`src/rtl/cpu_pkg.sv`:
```
// Shared definitions for the CPU run-control slice: run state encoding,
// stop-cause codes and the CPU word width.
package cpu_pkg;

  localparam int CPU_WORD_W = 24;

  typedef enum logic [2:0] {
    IDLE,
    RUN,
    PAUSE,
    STEP,
    DONE
  } run_state_t;

  localparam logic [1:0] CAUSE_NONE  = 2'b00;
  localparam logic [1:0] CAUSE_LIMIT = 2'b01;
  localparam logic [1:0] CAUSE_HALT  = 2'b10;
  localparam logic [1:0] CAUSE_BREAK = 2'b11;

endpackage

```
`src/rtl/cpu_cycle_counter.sv`:
```
// Cycle counter with synchronous clear and a sticky wrap flag.
// Clear has priority over enable.
module cpu_cycle_counter #(
  parameter int W = 24
) (
  input  logic         clk,
  input  logic         rst,
  input  logic         clr,
  input  logic         en,
  output logic [W-1:0] count,
  output logic         overflow
);

  logic [W-1:0] count_q, count_d;
  logic         ovf_q, ovf_d;

  always_comb begin
    count_d = count_q;
    ovf_d   = ovf_q;
    if (clr) begin
      count_d = '0;
      ovf_d   = 1'b0;
    end else if (en) begin
      count_d = count_q + W'(1);
      if (&count_q) ovf_d = 1'b1;
    end
  end

  always_ff @(posedge clk or posedge rst) begin
    if (rst) begin
      count_q <= '0;
      ovf_q   <= 1'b0;
    end else begin
      count_q <= count_d;
      ovf_q   <= ovf_d;
    end
  end

  assign count    = count_q;
  assign overflow = ovf_q;

endmodule

```
`src/rtl/cpu_run_ctrl.sv`:
```
// Run-control sequencer gating the CPU clock-enable (run/halt/resume/step, cycle limit).
// Optional breakpoint support is compiled in with CPU_RUN_CTRL_BREAK_EN.
module cpu_run_ctrl
  import cpu_pkg::*;
#(
  parameter int CNT_W         = CPU_WORD_W,
  parameter int DEFAULT_LIMIT = 30
) (
  input  logic             Clock,
  input  logic             Reset,
  input  logic             Start,
  input  logic             Resume,
  input  logic             Step,
  input  logic             Halt,
  input  logic [CNT_W-1:0] CycleLimit,
`ifdef CPU_RUN_CTRL_BREAK_EN
  input  logic [CNT_W-1:0] Pc,
  input  logic [CNT_W-1:0] BreakAddr,
  input  logic             BreakOn,
`endif
  output logic             CpuEn,
  output logic [CNT_W-1:0] CycleCount,
  output logic             Running,
  output logic             Done,
  output logic [1:0]       Cause,
  output logic             Overflow
);

  run_state_t       state_q, state_d;
  logic             cpu_en_q, cpu_en_d;
  logic             running_q, running_d;
  logic             done_q, done_d;
  logic [1:0]       cause_q, cause_d;
  logic [CNT_W-1:0] limit_q, limit_d;
  logic             start_go;
  logic             limit_hit;
  logic [CNT_W-1:0] count_inc;

  assign count_inc = CycleCount + CNT_W'(1);
  // Evaluated only in RUN/STEP, where the current cycle is being counted.
  assign limit_hit = (limit_q != '0) && (count_inc == limit_q);

`ifdef CPU_RUN_CTRL_BREAK_EN
  logic skip_q, skip_d;
  logic brk_hit;
  // skip_q masks the match for the first enabled cycle after leaving a breakpoint.
  assign brk_hit = BreakOn && (Pc == BreakAddr) && !skip_q;
`endif

  always_comb begin
    state_d  = state_q;
    cause_d  = cause_q;
    limit_d  = limit_q;
    start_go = 1'b0;
`ifdef CPU_RUN_CTRL_BREAK_EN
    skip_d   = cpu_en_q ? 1'b0 : skip_q;
`endif
    case (state_q)
      RUN: begin
        if (limit_hit) begin
          state_d = DONE;
          cause_d = CAUSE_LIMIT;
`ifdef CPU_RUN_CTRL_BREAK_EN
        end else if (brk_hit) begin
          state_d = PAUSE;
          cause_d = CAUSE_BREAK;
`endif
        end else if (Halt) begin
          state_d = PAUSE;
          cause_d = CAUSE_HALT;
        end
      end
      STEP: begin
        if (limit_hit) begin
          state_d = DONE;
          cause_d = CAUSE_LIMIT;
        end else begin
          state_d = PAUSE;
          cause_d = CAUSE_HALT;
        end
      end
      PAUSE: begin
        if (Start) begin
          start_go = 1'b1;
        end else if (Resume) begin
          state_d = RUN;
          cause_d = CAUSE_NONE;
`ifdef CPU_RUN_CTRL_BREAK_EN
          skip_d  = (cause_q == CAUSE_BREAK);
`endif
        end else if (Step) begin
          state_d = STEP;
        end
      end
      default: begin
        if (Start) start_go = 1'b1;
      end
    endcase

    if (start_go) begin
      state_d = RUN;
      cause_d = CAUSE_NONE;
      limit_d = CycleLimit;
`ifdef CPU_RUN_CTRL_BREAK_EN
      skip_d  = 1'b0;
`endif
    end

    cpu_en_d  = (state_d == RUN) || (state_d == STEP);
    running_d = cpu_en_d;
    done_d    = (state_d == DONE);
  end

  always_ff @(posedge Clock or posedge Reset) begin
    if (Reset) begin
      state_q   <= IDLE;
      cpu_en_q  <= 1'b0;
      running_q <= 1'b0;
      done_q    <= 1'b0;
      cause_q   <= CAUSE_NONE;
      limit_q   <= CNT_W'(DEFAULT_LIMIT);
    end else begin
      state_q   <= state_d;
      cpu_en_q  <= cpu_en_d;
      running_q <= running_d;
      done_q    <= done_d;
      cause_q   <= cause_d;
      limit_q   <= limit_d;
    end
  end

`ifdef CPU_RUN_CTRL_BREAK_EN
  always_ff @(posedge Clock or posedge Reset) begin
    if (Reset) skip_q <= 1'b0;
    else       skip_q <= skip_d;
  end
`endif

  cpu_cycle_counter #(
    .W(CNT_W)
  ) u_cycle_counter (
    .clk      (Clock),
    .rst      (Reset),
    .clr      (start_go),
    .en       (cpu_en_q),
    .count    (CycleCount),
    .overflow (Overflow)
  );

  assign CpuEn   = cpu_en_q;
  assign Running = running_q;
  assign Done    = done_q;
  assign Cause   = cause_q;

endmodule

```
`config.mk`:
```
export PLATFORM = sky130hd
export DESIGN_NAME = cpu_run_ctrl
export DESIGN_NICKNAME = d
export VERILOG_FILES = /design/src/rtl/cpu_pkg.sv /design/src/rtl/cpu_cycle_counter.sv /design/src/rtl/cpu_run_ctrl.sv
export SDC_FILE = /design/constraint.sdc
export NUM_CORES = 1
export LEC_CHECK = 0
export BUFFER_PORTS_ARGS = -buffer_cell sky130_fd_sc_hd__buf_2
export CORE_MARGIN = 2
export CORE_UTILIZATION = 50
export CTS_BUF_LIST = sky130_fd_sc_hd__clkbuf_2
export CTS_CLUSTER_DIAMETER = 50
export DETAILED_ROUTE_END_ITERATION = 8
export PLACE_DENSITY = 0.72
export SLEW_MARGIN = 20
export SYNTH_ARGS = -nofsm -noshare
export SYNTH_HDL_FRONTEND = slang
export SYNTH_SLANG_ARGS = --single-unit
```
`constraint.sdc`:
```
create_clock -name Clock -period 6.3 [get_ports Clock]
set_input_delay 0.63 -clock Clock [delete_from_list [all_inputs] [get_ports Clock]]
set_output_delay 0.63 -clock Clock [all_outputs]
set_load 0.1 [all_outputs]
```
# Word-level counts from Yosys, hierarchy flattened
# Cells that the tools add are included.
[word_totals] ff_bits=56 in_bits=30 out_inout_bits=30 wordCells=50
[classes] n_addsub=1 n_eq_ne=10 mux=22 reduce_logical=10
[ops] op="2-to-1 mux 24 bit" count=2
[ops] op="adder 24 x 1 -> 24 bit (second input constant)" count=1
[ops] op="equality test 24 bit" count=1
[ops] op="AND reduction 24 bit" count=1
[ops] op="nonzero test 24 bit" count=1
[ops] op="2-to-1 mux 3 bit" count=7
[ops] op="2-to-1 mux 2 bit" count=6
[ops] op="equality test 3 x 2 -> 1 bit (second input constant)" count=3
[ops] op="one-hot mux 3 bit (3 select lines)" count=1
[ops] op="equality test 3 x 1 -> 1 bit (second input constant)" count=2
[ops] op="!= test 3 bit (second input constant)" count=2
[ops] op="one-hot mux 2 bit (3 select lines)" count=1
[ops] op="2-to-1 mux 1 bit" count=5
[ops] op="!= test 4 bit (second input constant)" count=1
[ops] op="AND reduction 4 bit" count=1
[ops] op="nonzero test 2 bit" count=2
[ops] op="nonzero test 4 bit" count=1
[ops] op="equality test 3 bit (second input constant)" count=1
[ops] op="AND reduction 2 bit" count=1
[ops] op="OR reduction 2 bit" count=1
[ops] op="logical AND 1 bit" count=1
[ops] op="logical OR 1 bit" count=1

# Depth between registers and ports, before layout
[depth] word_depth=8 depth_mapped=9 depth_no_buf=9

# Cells and area by module
# From an unflattened synthesis, not the netlist that was laid out.
[hier_totals] hier_cells=402 hier_area_um2=3500.9
[by_module_without_submodules] mod="cpu_run_ctrl" n_inst=1 cells_per_inst=269 area_per_inst_um2=2220.9 seq_area_each_um2=780.7
[by_module_without_submodules] mod="cpu_cycle_counter" n_inst=1 cells_per_inst=133 area_per_inst_um2=1280.0 seq_area_each_um2=625.6

# Least setup slack after synthesis
# No wires, ideal clock.
[synth_path] path_type="reg-to-reg" from="register u_cycle_counter.count_q[0], in the netlist u_cycle_counter.count[0]" to="register state_q[0]" setup_time_ps=124 arrival_time_ps=3116 required_ps=6176 path_slack_ps=3060 stages_incl_launch_ff=10 path_buffers=0 synth_period_minus_slack_ps=3240 cell_sequence="dfrtp_1 ha_1 nand3_2 nor4_4 nand3_1 xnor2_1 a2111oi_2 nand4bb_4 a21o_1 o31a_1"
[synth_via] elab_chain_len=6
[synth_rtl] item="start, declared" line_no="cpu_cycle_counter.sv:14" text="logic [W-1:0] count_q, count_d;"
[synth_rtl] item="start signal, assigned" line_no="cpu_cycle_counter.sv:34" text="count_q <= count_d;"
[synth_rtl] item="adder 24 x 1 -> 24 bit" line_no="cpu_run_ctrl.sv:39" text="assign count_inc = CycleCount + CNT_W'(1);"
[synth_rtl] item="equality test 24 bit" line_no="cpu_run_ctrl.sv:41" text="assign limit_hit = (limit_q != '0) && (count_inc == limit_q);"
[synth_rtl] item="logical AND 1 bit" line_no="cpu_run_ctrl.sv:41"
[synth_rtl] item="2-to-1 mux 3 bit" line_no="cpu_run_ctrl.sv:60" text="if (limit_hit) begin"
[synth_rtl] item="one-hot mux 3 bit (3 select lines)" line_no="cpu_run_ctrl.sv:58" text="case (state_q)"
[synth_rtl] item="2-to-1 mux 3 bit" line_no="cpu_run_ctrl.sv:100" text="if (start_go) begin"
[synth_rtl] item="named net state_d[0]" line_no="cpu_run_ctrl.sv:29" text="run_state_t state_q, state_d;"
[synth_rtl] item="end signal, assigned" line_no="cpu_run_ctrl.sv:123" text="state_q <= state_d;"
[synth_rtl] item="end, declared" line_no="cpu_run_ctrl.sv:29"
# The timed path passes the listed nets, and every way through them passes these cells.
# A chain may end at the register's enable or synchronous reset.

# Worst setup path in the final report
[layout_path] from="register u_cycle_counter.count_q[0], in the netlist u_cycle_counter.count[0]" to="register running_q, in the netlist Running"
[layout_via] elab_chain_len=8 word_cells_on_any_way=10 classes_between="add/sub (1); eq/ne (3); mux (4); reduce/logical (2)"
[layout_rtl] item="adder 24 x 1 -> 24 bit (*)" line_no="cpu_run_ctrl.sv:39"
[layout_rtl] item="equality test 24 bit (*)" line_no="cpu_run_ctrl.sv:41"
[layout_rtl] item="logical AND 1 bit (*)" line_no="cpu_run_ctrl.sv:41"
[layout_rtl] item="2-to-1 mux 3 bit (on tied branches)" line_no="cpu_run_ctrl.sv:60, cpu_run_ctrl.sv:74"
[layout_rtl] item="one-hot mux 3 bit (3 select lines) (*)" line_no="cpu_run_ctrl.sv:58"
[layout_rtl] item="2-to-1 mux 3 bit (*)" line_no="cpu_run_ctrl.sv:100"
[layout_rtl] item="equality test 3 x 1 -> 1 bit or equality test 3 x 2 -> 1 bit (tied branches)" line_no="cpu_run_ctrl.sv:109" text="cpu_en_d = (state_d == RUN) || (state_d == STEP);"
[layout_rtl] item="logical OR 1 bit (*)" line_no="cpu_run_ctrl.sv:109"
[layout_rtl] item="named net cpu_en_d" line_no="cpu_run_ctrl.sv:30" text="logic cpu_en_q, cpu_en_d;"
[layout_rtl] item="end signal, assigned" line_no="cpu_run_ctrl.sv:125" text="running_q <= running_d;"
[layout_rtl] item="end, declared" line_no="cpu_run_ctrl.sv:31" text="logic running_q, running_d;"
# Mark *: on every way through the listed nets, which the timed path passes. The rest lies on a longest branch.

==> flow_metrics.py <==
metrics = {
    "routing": {
        "vias_per_cell": 5.76,
        "wl_per_cell_um": 15.8,
        "ant_nets": 0,
        "drt-initial-drc-count": 188,
        "drt_pass1_iterations": 7,
        "dr_total_vias": 2697,
        "wl_mm": 7.41,
        "drc": 6,
    },
    "synth": {
        "syn_area_um2": 3350,
        "synth_top_family_by_area": "simple AND/OR/NAND/NOR gates",
        "synth-edff-count": 0,
        "synth_compound_area_share_pct": 7.73,
        "synth_fa_ha_area_share_pct": 0.374,
        "yosysSeqAreaShare_pct": 42.0,
        "synth.mux.area_fraction_pct": 8.82,
        "synth_xor_area_share_pct": 12.8,
        "synth.avg_cell_area_um2": 9.85,
        "ys_warn_count": 0,
        "synth-simple-area-share_pct": 24.5,
        "yosysUniqueCellTypes": 61,
        "async_flop_share_pct": 100,
        "ys_ff_latch": 56,
        "synthFlopType": "dfrtp_1",
        "synth_cells": 340,
        "syn-num-nets": 371,
    },
    "grt": {
        "grt_pass1_wl_mm": 12.6,
        "grt_antenna_before_repair": 0,
        "grt_max_degree": 57,
        "grt_usage_pct": 21.5,
        "grt_pass1_vias": 2616,
        "grt-ovfl-total": 0,
    },
    "worst_setup_path": {
        "crit_path_start": "u_cycle_counter.count[0]$_DFFE_PP0P_",
        "r2r_slack_ns": 3.36,
        "start_kind": "flip-flop",
        "end_kind": "flip-flop",
        "crit_required_ns": 6.66,
        "worstReg2RegStart": "u_cycle_counter.count[0]$_DFFE_PP0P_",
        "worst-endpoint-arrival_ns": 3.31,
        "cp_max_fo": 10,
        "crit_type": "reg -> reg",
    },
    "clocking": {
        "cts_hold_buf": 0,
        "clk_latency_ns": 0.44,
        "cts_made_buffers": 5,
        "clock_sinks": 56,
        "cts.repair.resized": 0,
        "cts_setup_buffers": 0,
        "clock_path_buffers": 2,
        "htreeDepth": 2,
        "clockRootBuffer": "clkbuf_2",
        "path_clk_slew_ns": 0.26,
        "cts_tree": "yes",
    },
    "layout": {
        "syn2layout_area_growth_pct": 11.4,
        "antenna_cells": 0,
        "fillCellCount": 590,
        "drive_above_1_share_pct": 29.7,
        "finalNetCount": 421,
    },
    "floorplanning": {
        "start_util_pct": 52.2,
        "die_w_um": 85.8,
        "die_h_um": 85.8,
        "coreArea_um2": 6420,
        "ios": 60,
        "dieArea_um2": 7370,
        "core.rowCount": 29,
    },
    "job": {
        "maxCapViolCount": 0,
    },
    "timing": {
        "clock_skew_ns": 0.0134,
        "fin_crit_sh_pct": 46.7,
        "finalHoldViolations": 0,
        "max_freq_mhz": 340,
        "tightest_slew_ns": 0.697,
        "setup_tns_ns": 0,
        "relSlewSlack_pct": 53.5,
        "setup_viol": 0,
        "hold_slack_ns": 0.317,
        "period_needed_ns": 2.94,
        "slew_violations": 0,
        "grt_setup_unrepaired": "no",
    },
    "hold_path": {
        "hp-class": "in -> async",
    },
    "status": {
        "status": "finished with violations",
        "violations": "DRC",
    },
    "power": {
        "power_density_nw_per_um2": 382,
        "worst_ir_drop_vdd_mv": 0.227,
        "leakage_nw": 1.66,
    },
    "placed_design": {
        "numPortBuffers": 59,
        "dp_hpwl_mm": 5.55,
        "routabilityCongestion": 0.863,
    },
}
## where the power goes
part	switching, mW	internal [mW]	leakage [nW]
sequential	0.157	0.471	0.710
clock	0.109	0.0681	0.0430
combinational	0.360	0.257	0.908
total	0.627	0.797	1.66
## worst paths after layout
check,endpoint,depth (start not counted)
min in group Clock,limit_q[18]$_DFFE_PP0P_,2
max,Running$_DFF_PP0_,9
min reg2reg,Cause[0]$_DFFE_PP0P_,2
min,limit_q[5]$_DFFE_PP0P_,3
max reg2reg,Running$_DFF_PP0_,9
max in group asynchronous,u_cycle_counter.count[13]$_DFFE_PP0P_,3
## worst max-delay path: stages (launching register included)
cell and delay (ns):
dfrtp_1 0.54, ha_1 0.33, nand3_2 0.15, nor4_4 0.53, nand3_1 0.18, xnor2_1 0.18, a2111oi_2 0.45, nand4bb_4 0.17
a21o_1 0.22, o21a_1 0.10
## cells by family after synthesis
group,Yosys count
simple gates,144
flops,56
xor+xnor,49
compound gates,37
buf+inv,27
mux,26
fa+ha+maj,1
## cells in the final DEF (no fill, tap or decap), types with 8 or more instances in the layout
cell / n
buf_2: 59
dfrtp_1: 52
nor2_1: 44
xnor2_1: 27
mux2_2: 24
xor2_1: 22
nand3_1: 20
nand2_1: 19
nand4_1: 13
o21ai_0: 9
inv_1: 8
nor4_1: 8
## sequential cells by signal, indices dropped and copies added, names as in the netlist
register / count
Running: 1
u_cycle_counter.overflow: 1
limit_q: 24
state_q: 3
Done: 1
Cause: 2
u_cycle_counter.count: 24
## routing by layer
metal	wire length (µm)	global-route usage, %
met1	3370	30.2
met2	3540	35.0
met3	392	3.46
met4	99	5.34
met5	0	0
## area by class of cell
type | count | area (µm²) | area share, %
clock buffers | 6 | 30.0 | 0.805
clock inverters | 2 | 35.0 | 0.939
inverters | 9 | 33.8 | 0.906
multi-input cells | 257 | 1820 | 48.7
flip-flops and latches | 56 | 1410 | 37.7
well taps | 77 | 96.3 | 2.58
repair buffers | 61 | 310 | 8.32
## stage by stage
step	std cells	setup slack, ns	util [%]	instance area [µm²]	power (mW)
2_1_floorplan	340	3.06	-	3350	1.12
3_3_place_gp	460	3.54	57.1	3660	1.23
3_5_place_dp	460	3.37	57.1	3660	1.26
4_1_cts	468	3.32	58.1	3730	1.43
5_1_grt	468	3.12	58.1	3730	1.52
6_report	468	3.36	58.1	3730	1.42
## cell usage after synthesis, drive strengths merged (5+ instances only)
cell,instances,area (µm²)
mux2,25,285
buf,13,72.6
nor2,44,165
nor4,13,121
nand2,20,77.6
clkbuf,5,20.0
nand3,21,110
dfrtp,52,1300
o21ai,11,55.1
inv,9,33.8
nand4,14,103
xor2,22,193
xnor2,27,236
Power figures use the tool's default switching activity.
